==> config.mk <==
export PLATFORM = sky130hd
export DESIGN_NAME = hazard_stall_ctrl
export DESIGN_NICKNAME = d
export VERILOG_FILES = /design/src/rtl/hazard_stall_ctrl.sv
export SDC_FILE = /design/constraint.sdc
export NUM_CORES = 1
export LEC_CHECK = 0
export BUFFER_PORTS_ARGS = -buffer_cell sky130_fd_sc_hd__buf_2
export CAP_MARGIN = 20
export CELL_PAD_IN_SITES_DETAIL_PLACEMENT = 0
export CELL_PAD_IN_SITES_GLOBAL_PLACEMENT = 2
export CORE_UTILIZATION = 32
export CTS_BUF_LIST = sky130_fd_sc_hd__clkbuf_4
export DETAILED_ROUTE_END_ITERATION = 10
export PLACE_DENSITY = 0.93
export SLEW_MARGIN = 20
export SYNTH_ARGS = -nofsm -noshare
export SYNTH_HDL_FRONTEND = slang
export SYNTH_SLANG_ARGS = --single-unit
==> constraint.sdc <==
create_clock -name CLK -period 2.55 [get_ports CLK]
set_input_delay 0.1275 -clock CLK [delete_from_list [all_inputs] [get_ports CLK]]
set_output_delay 0.1275 -clock CLK [all_outputs]
set_load 0.01 [all_outputs]
==> src/rtl/hazard_stall_ctrl.sv <==
// rtl/hazard_stall_ctrl.sv - pipeline stall/flush sequencing controller for the 5-stage OTTER pipeline
//
// Purpose:
//   Produces per-stage register write enables and flush controls for three cases:
//   load-use stalls, taken-branch flushes and multi-cycle data-memory waits.
//   Also keeps saturating stall/flush counters and a DMEM timeout watchdog.
//
// Ports:
//   CLK, RST              clock (rising edge), asynchronous active-high reset
//   ID_RS1/ID_RS2         source registers of the instruction in ID
//   ID_RS1_USED/_RS2_USED the ID instruction actually reads that source
//   ID_EX_RD, ID_EX_MEMREAD  destination / is-load of the instruction in EX
//   EX_BRANCH_TAKEN       branch/jump in EX redirects the fetch stream
//   DMEM_BUSY             data memory cannot complete this cycle
//   CLR_CNT               synchronous clear of counters and MEM_ERR
//   PC_WE, IF_ID_WE, ID_EX_WE, EX_MEM_WE        stage register enables
//   IF_ID_FLUSH, ID_EX_FLUSH, MEM_WB_FLUSH      stage bubble insertion
//   STALL_CNT, FLUSH_CNT  saturating performance counters
//   MEM_ERR, HALTED       sticky timeout flag, FSM-in-HALT indicator
module hazard_stall_ctrl #(
    parameter int CNT_W       = 16,
    parameter int MEM_TIMEOUT = 64,
    parameter int WAIT_W      = 8
) (
    input  logic             CLK,
    input  logic             RST,
    input  logic [4:0]       ID_RS1,
    input  logic [4:0]       ID_RS2,
    input  logic             ID_RS1_USED,
    input  logic             ID_RS2_USED,
    input  logic [4:0]       ID_EX_RD,
    input  logic             ID_EX_MEMREAD,
    input  logic             EX_BRANCH_TAKEN,
    input  logic             DMEM_BUSY,
    input  logic             CLR_CNT,
    output logic             PC_WE,
    output logic             IF_ID_WE,
    output logic             ID_EX_WE,
    output logic             EX_MEM_WE,
    output logic             IF_ID_FLUSH,
    output logic             ID_EX_FLUSH,
    output logic             MEM_WB_FLUSH,
    output logic [CNT_W-1:0] STALL_CNT,
    output logic [CNT_W-1:0] FLUSH_CNT,
    output logic             MEM_ERR,
    output logic             HALTED
);

    typedef enum logic [1:0] {
        S_RUN      = 2'd0,
        S_MEM_WAIT = 2'd1,
        S_HALT     = 2'd2
    } state_t;

    localparam logic [CNT_W-1:0]  CNT_MAX   = {CNT_W{1'b1}};
    // Halt on the busy cycle that would make the wait count reach MEM_TIMEOUT.
    localparam logic [WAIT_W-1:0] WAIT_LAST = WAIT_W'(MEM_TIMEOUT - 1);

    state_t            state_q, state_d;
    logic [WAIT_W-1:0] wait_q, wait_d;
    logic [CNT_W-1:0]  stall_cnt_q, stall_cnt_d;
    logic [CNT_W-1:0]  flush_cnt_q, flush_cnt_d;
    logic              mem_err_q, mem_err_d;

    logic lu;
    logic pc_we, if_id_we, id_ex_we, ex_mem_we;
    logic if_id_flush, id_ex_flush, mem_wb_flush;
    logic flush_inc, stall_inc, err_set;

    always_comb begin
        lu = ID_EX_MEMREAD && (ID_EX_RD != 5'd0) &&
             ((ID_RS1_USED && (ID_EX_RD == ID_RS1)) ||
              (ID_RS2_USED && (ID_EX_RD == ID_RS2)));

        state_d      = state_q;
        wait_d       = wait_q;
        pc_we        = 1'b1;
        if_id_we     = 1'b1;
        id_ex_we     = 1'b1;
        ex_mem_we    = 1'b1;
        if_id_flush  = 1'b0;
        id_ex_flush  = 1'b0;
        mem_wb_flush = 1'b0;
        flush_inc    = 1'b0;
        err_set      = 1'b0;

        case (state_q)
            S_RUN, S_MEM_WAIT: begin
                if (DMEM_BUSY) begin
                    // Freeze everything up to EX/MEM; MEM/WB gets a bubble
                    // so the stalled access does not retire twice.
                    pc_we        = 1'b0;
                    if_id_we     = 1'b0;
                    id_ex_we     = 1'b0;
                    ex_mem_we    = 1'b0;
                    mem_wb_flush = 1'b1;
                    if (state_q == S_RUN) begin
                        state_d = S_MEM_WAIT;
                        wait_d  = WAIT_W'(1);
                    end else begin
                        wait_d = wait_q + WAIT_W'(1);
                        if (wait_q >= WAIT_LAST) begin
                            state_d = S_HALT;
                            err_set = 1'b1;
                        end
                    end
                end else begin
                    state_d = S_RUN;
                    wait_d  = '0;
                    // A taken branch kills the dependent ID instruction, so it
                    // overrides the load-use stall.
                    if (EX_BRANCH_TAKEN) begin
                        if_id_flush = 1'b1;
                        id_ex_flush = 1'b1;
                        flush_inc   = 1'b1;
                    end else if (lu) begin
                        pc_we       = 1'b0;
                        if_id_we    = 1'b0;
                        id_ex_flush = 1'b1;
                    end
                end
            end
            S_HALT: begin
                pc_we     = 1'b0;
                if_id_we  = 1'b0;
                id_ex_we  = 1'b0;
                ex_mem_we = 1'b0;
            end
            default: begin
                state_d = S_RUN;
                wait_d  = '0;
            end
        endcase

        stall_inc = (state_q != S_HALT) && !pc_we;

        stall_cnt_d = stall_cnt_q;
        flush_cnt_d = flush_cnt_q;
        if (CLR_CNT) begin
            stall_cnt_d = '0;
            flush_cnt_d = '0;
        end else begin
            if (stall_inc && (stall_cnt_q != CNT_MAX)) stall_cnt_d = stall_cnt_q + CNT_W'(1);
            if (flush_inc && (flush_cnt_q != CNT_MAX)) flush_cnt_d = flush_cnt_q + CNT_W'(1);
        end

        // A fresh timeout is never lost to a coincident clear.
        if (err_set)      mem_err_d = 1'b1;
        else if (CLR_CNT) mem_err_d = 1'b0;
        else              mem_err_d = mem_err_q;
    end

    always_ff @(posedge CLK or posedge RST) begin
        if (RST) begin
            state_q     <= S_RUN;
            wait_q      <= '0;
            stall_cnt_q <= '0;
            flush_cnt_q <= '0;
            mem_err_q   <= 1'b0;
        end else begin
            state_q     <= state_d;
            wait_q      <= wait_d;
            stall_cnt_q <= stall_cnt_d;
            flush_cnt_q <= flush_cnt_d;
            mem_err_q   <= mem_err_d;
        end
    end

    // Outputs are forced to the safe reset pattern for as long as RST is high,
    // independent of the clock.
    always_comb begin
        if (RST) begin
            PC_WE        = 1'b0;
            IF_ID_WE     = 1'b0;
            ID_EX_WE     = 1'b0;
            EX_MEM_WE    = 1'b0;
            IF_ID_FLUSH  = 1'b1;
            ID_EX_FLUSH  = 1'b1;
            MEM_WB_FLUSH = 1'b1;
            STALL_CNT    = '0;
            FLUSH_CNT    = '0;
            MEM_ERR      = 1'b0;
            HALTED       = 1'b0;
        end else begin
            PC_WE        = pc_we;
            IF_ID_WE     = if_id_we;
            ID_EX_WE     = id_ex_we;
            EX_MEM_WE    = ex_mem_we;
            IF_ID_FLUSH  = if_id_flush;
            ID_EX_FLUSH  = id_ex_flush;
            MEM_WB_FLUSH = mem_wb_flush;
            STALL_CNT    = stall_cnt_q;
            FLUSH_CNT    = flush_cnt_q;
            MEM_ERR      = mem_err_q;
            HALTED       = (state_q == S_HALT);
        end
    end

endmodule

==> results.ini <==
[route]
via_per_inst = 5.020
antenna_left = 0
vias = 2289
first_pass_iters = 4
drt_iter0_drc = 85
wl_per_cell_um = 12.91
routed_wl_um = 5886
drc_errors = 0

[power_and_ir_drop]
p_comb_frac = 0.108
p_leak_nw = 1.425
total_power_mw = 1.284
p_seq_frac = 0.547
p_sw_mw = 0.3309
power.density_nw_per_um2 = 420.7
swShare = 0.2577
vdd_drop_max_mv = 0.1712
clockPowerShare = 0.345
power.internal_mw = 0.9528

[synthesis]
syn_area_sq_um = 2596
synth_top_area_cell = dfrtp_1
ys_ff_latch = 43
async_flop_share = 1.000
synth_cell_types = 36
syn-num-nets = 324
synth.top_cell.area_share = 0.4145
avgSynthCellArea_sq_um = 8.712
synth_area_leaders = dfrtp_1, nor2b_1, o21ai_0
synthMostInstantiatedCell = dfrtp_1
yosysWarnings = 0
yosysSeqAreaShare = 0.4145
syn_inst = 298
synth-edff-count = 0
yosys_most_used_dff = dfrtp_1
synthTopCellsByCount = dfrtp_1, nor2b_1, nor2_1, o21ai_0, nand2_1

[finish]
layout.cells.non_filler = 456
fillers = 839
layout.nets = 379
ff_latch_area_sq_um = 1076
drive_gt1_frac = 0.2203
stdcell_area_sq_um = 3052
syn_to_final_growth_pct = 17.54
multi_input_area_sq_um = 1399
n_antenna_cell = 0

[worst_setup_path]
arrival_ps = 2310
cpMaxStageDelayCell = dfrtp_1
worst-path-max-fanout = 30
cp-end-kind = register
timing.rr.start = stall_cnt_q[0]$_DFFE_PP0P_
critPathKind = reg -> reg
timing.critical_path.cells = ha_1 > and4_1 > nand4_1 > and3_1 > a22oi_2 > buf_4 > or3_1 > a21oi_1
r2r_slack_ps = 510
critPathCapture = stall_cnt_q[4]$_DFFE_PP0P_
critPathMaxStageDelay_ps = 440
worstPathRequired_ps = 2820
r2r_cells = 8
startpoint = stall_cnt_q[0]$_DFFE_PP0P_
start_kind = register
r2r-end = stall_cnt_q[4]$_DFFE_PP0P_

[floorplan]
dieArea_sq_um = 8478
start_util = 0.3342
rows = 32
pin_count = 64
die_x_um = 92.08
core_area_sq_um = 7767
die-height_um = 92.08

[cts]
h-tree-depth = 2
clockBufferDepth = 2
worstSkewPairLatency_ps = 360
cts_hold_buf = 0
cts_setup_buffers = 0
clockRootBuffer = clkbuf_4
clock-sinks = 43
cts_resized = 0
cts_tree = done
numCtsBuffers = 5
path_clk_slew_ps = 130

[placement]
portBuffers = 63
gp_congestion = 0.7163
placed_cells = 448
placed_area_sq_um = 2970
dp_hpwl_um = 4197

[sta]
rsz0062_at_grt = false
timing.fmax_mhz = 490.9
fin_crit_sh = 0.7988
hold_viol = 0
skew_ps = 19.53
slew_viol_final = 0
setup_viol = 0
setup_tns_ps = 0
period_minus_slack_ps = 2037
maxSlewHeadroom = 0.5583
worst_pin_slew_ps = 662.6
finalHoldWorstSlack_ps = 37.65

[grt]
grt_util_all_layers = 0.1446
grt_pass1_wl_um = 9894
grt_max_degree = 38
grt_overflow_total = 0
grt_pass1_vias = 2044
antenna_found_initial = 0

[outcome]
outcome = completed

[job]
max_cap_viol_count = 0

[worst_hold_path]
min_path_type = in -> reg

placed cells by master, fill, tap and decap left out, types with 4 or more instances in the layout:
cell type / n
nand2_1: 19
xnor2_1: 12
o21ai_0: 25
and3_1: 11
dfrtp_1: 43
buf_4: 5
or3_1: 17
nand3_1: 17
inv_1: 4
clkbuf_4: 5
nand4_1: 12
xor2_1: 13
nor2b_1: 35
nor2_1: 25
a21oi_1: 16
and4_1: 5
buf_2: 63
area by class of cell:
class | count | share of cell area
Clock inverter | 3 | 0.01435
Inverter | 4 | 0.004920
Sequential cell | 43 | 0.3526
Timing Repair Buffer | 68 | 0.1156
Clock buffer | 5 | 0.01230
Tap cell | 102 | 0.04182
Multi-Input combinational cell | 231 | 0.4584
power groups by stage:
stage	sequential [mW]	clock (mW)	combinational, mW
2_1_floorplan	0.710	0	0.0972
3_3_place_gp	0.715	0	0.139
3_5_place_dp	0.715	0	0.142
4_1_cts	0.702	0.459	0.143
5_1_grt	0.704	0.484	0.157
6_report	0.702	0.443	0.139
worst min path at each step:
stage	slack, ps	depth (start not counted)	endpoint	start
after CTS	20	2	wait_q[0]$_DFFE_PP0P_	DMEM_BUSY
after floorplan	260	1	wait_q[0]$_DFFE_PP0P_	DMEM_BUSY
after global routing	10	2	wait_q[0]$_DFFE_PP0P_	DMEM_BUSY
after global placement	400	2	wait_q[0]$_DFFE_PP0P_	DMEM_BUSY
after detailed placement	410	2	wait_q[0]$_DFFE_PP0P_	DMEM_BUSY
final	40	2	wait_q[0]$_DFFE_PP0P_	DMEM_BUSY
kinds of logic after synthesis:
group	after synthesis	share of synthesized area
compound gates	54	0.1214
fa+ha+maj	3	0.01446
mux	3	0.01157
buf+inv	24	0.04674
flops	43	0.4145
xor+xnor	25	0.08434
simple gates	146	0.3070
layer usage:
layer,routed length [um],global-route usage,vias to the layer above
li1,-,-,1147
met1,2729,0.1863,1080
met2,2765,0.2363,57
met3,310,0.03400,5
met4,80,0.05078,0
met5,0,0,-
state kept, by name, summed over array words and instances, names as in the netlist:
name and cells:
state_q 2, wait_q 8, flush_cnt_q 16, stall_cnt_q 16, mem_err_q 1
critical path, delay by kind of cell (launching register included):
family,cells,cell delay [ps]
AND/OR/NAND/NOR,4,860
flip-flops,1,440
adder cells (fa/ha/maj),1,240
buffers and inverters,1,230
AO/OA/AOI/OAI,2,190
metrics by stage:
step | utilization | worst slack, ps
finish | 0.3929 | 512.9
global route | 0.3929 | 342.7
CTS | 0.3929 | 511.2
detailed placement | 0.3824 | 535.9
global placement | 0.3824 | 555.4
floorplan | - | 674.4
Note: power is estimated with default switching activity, not from simulation.
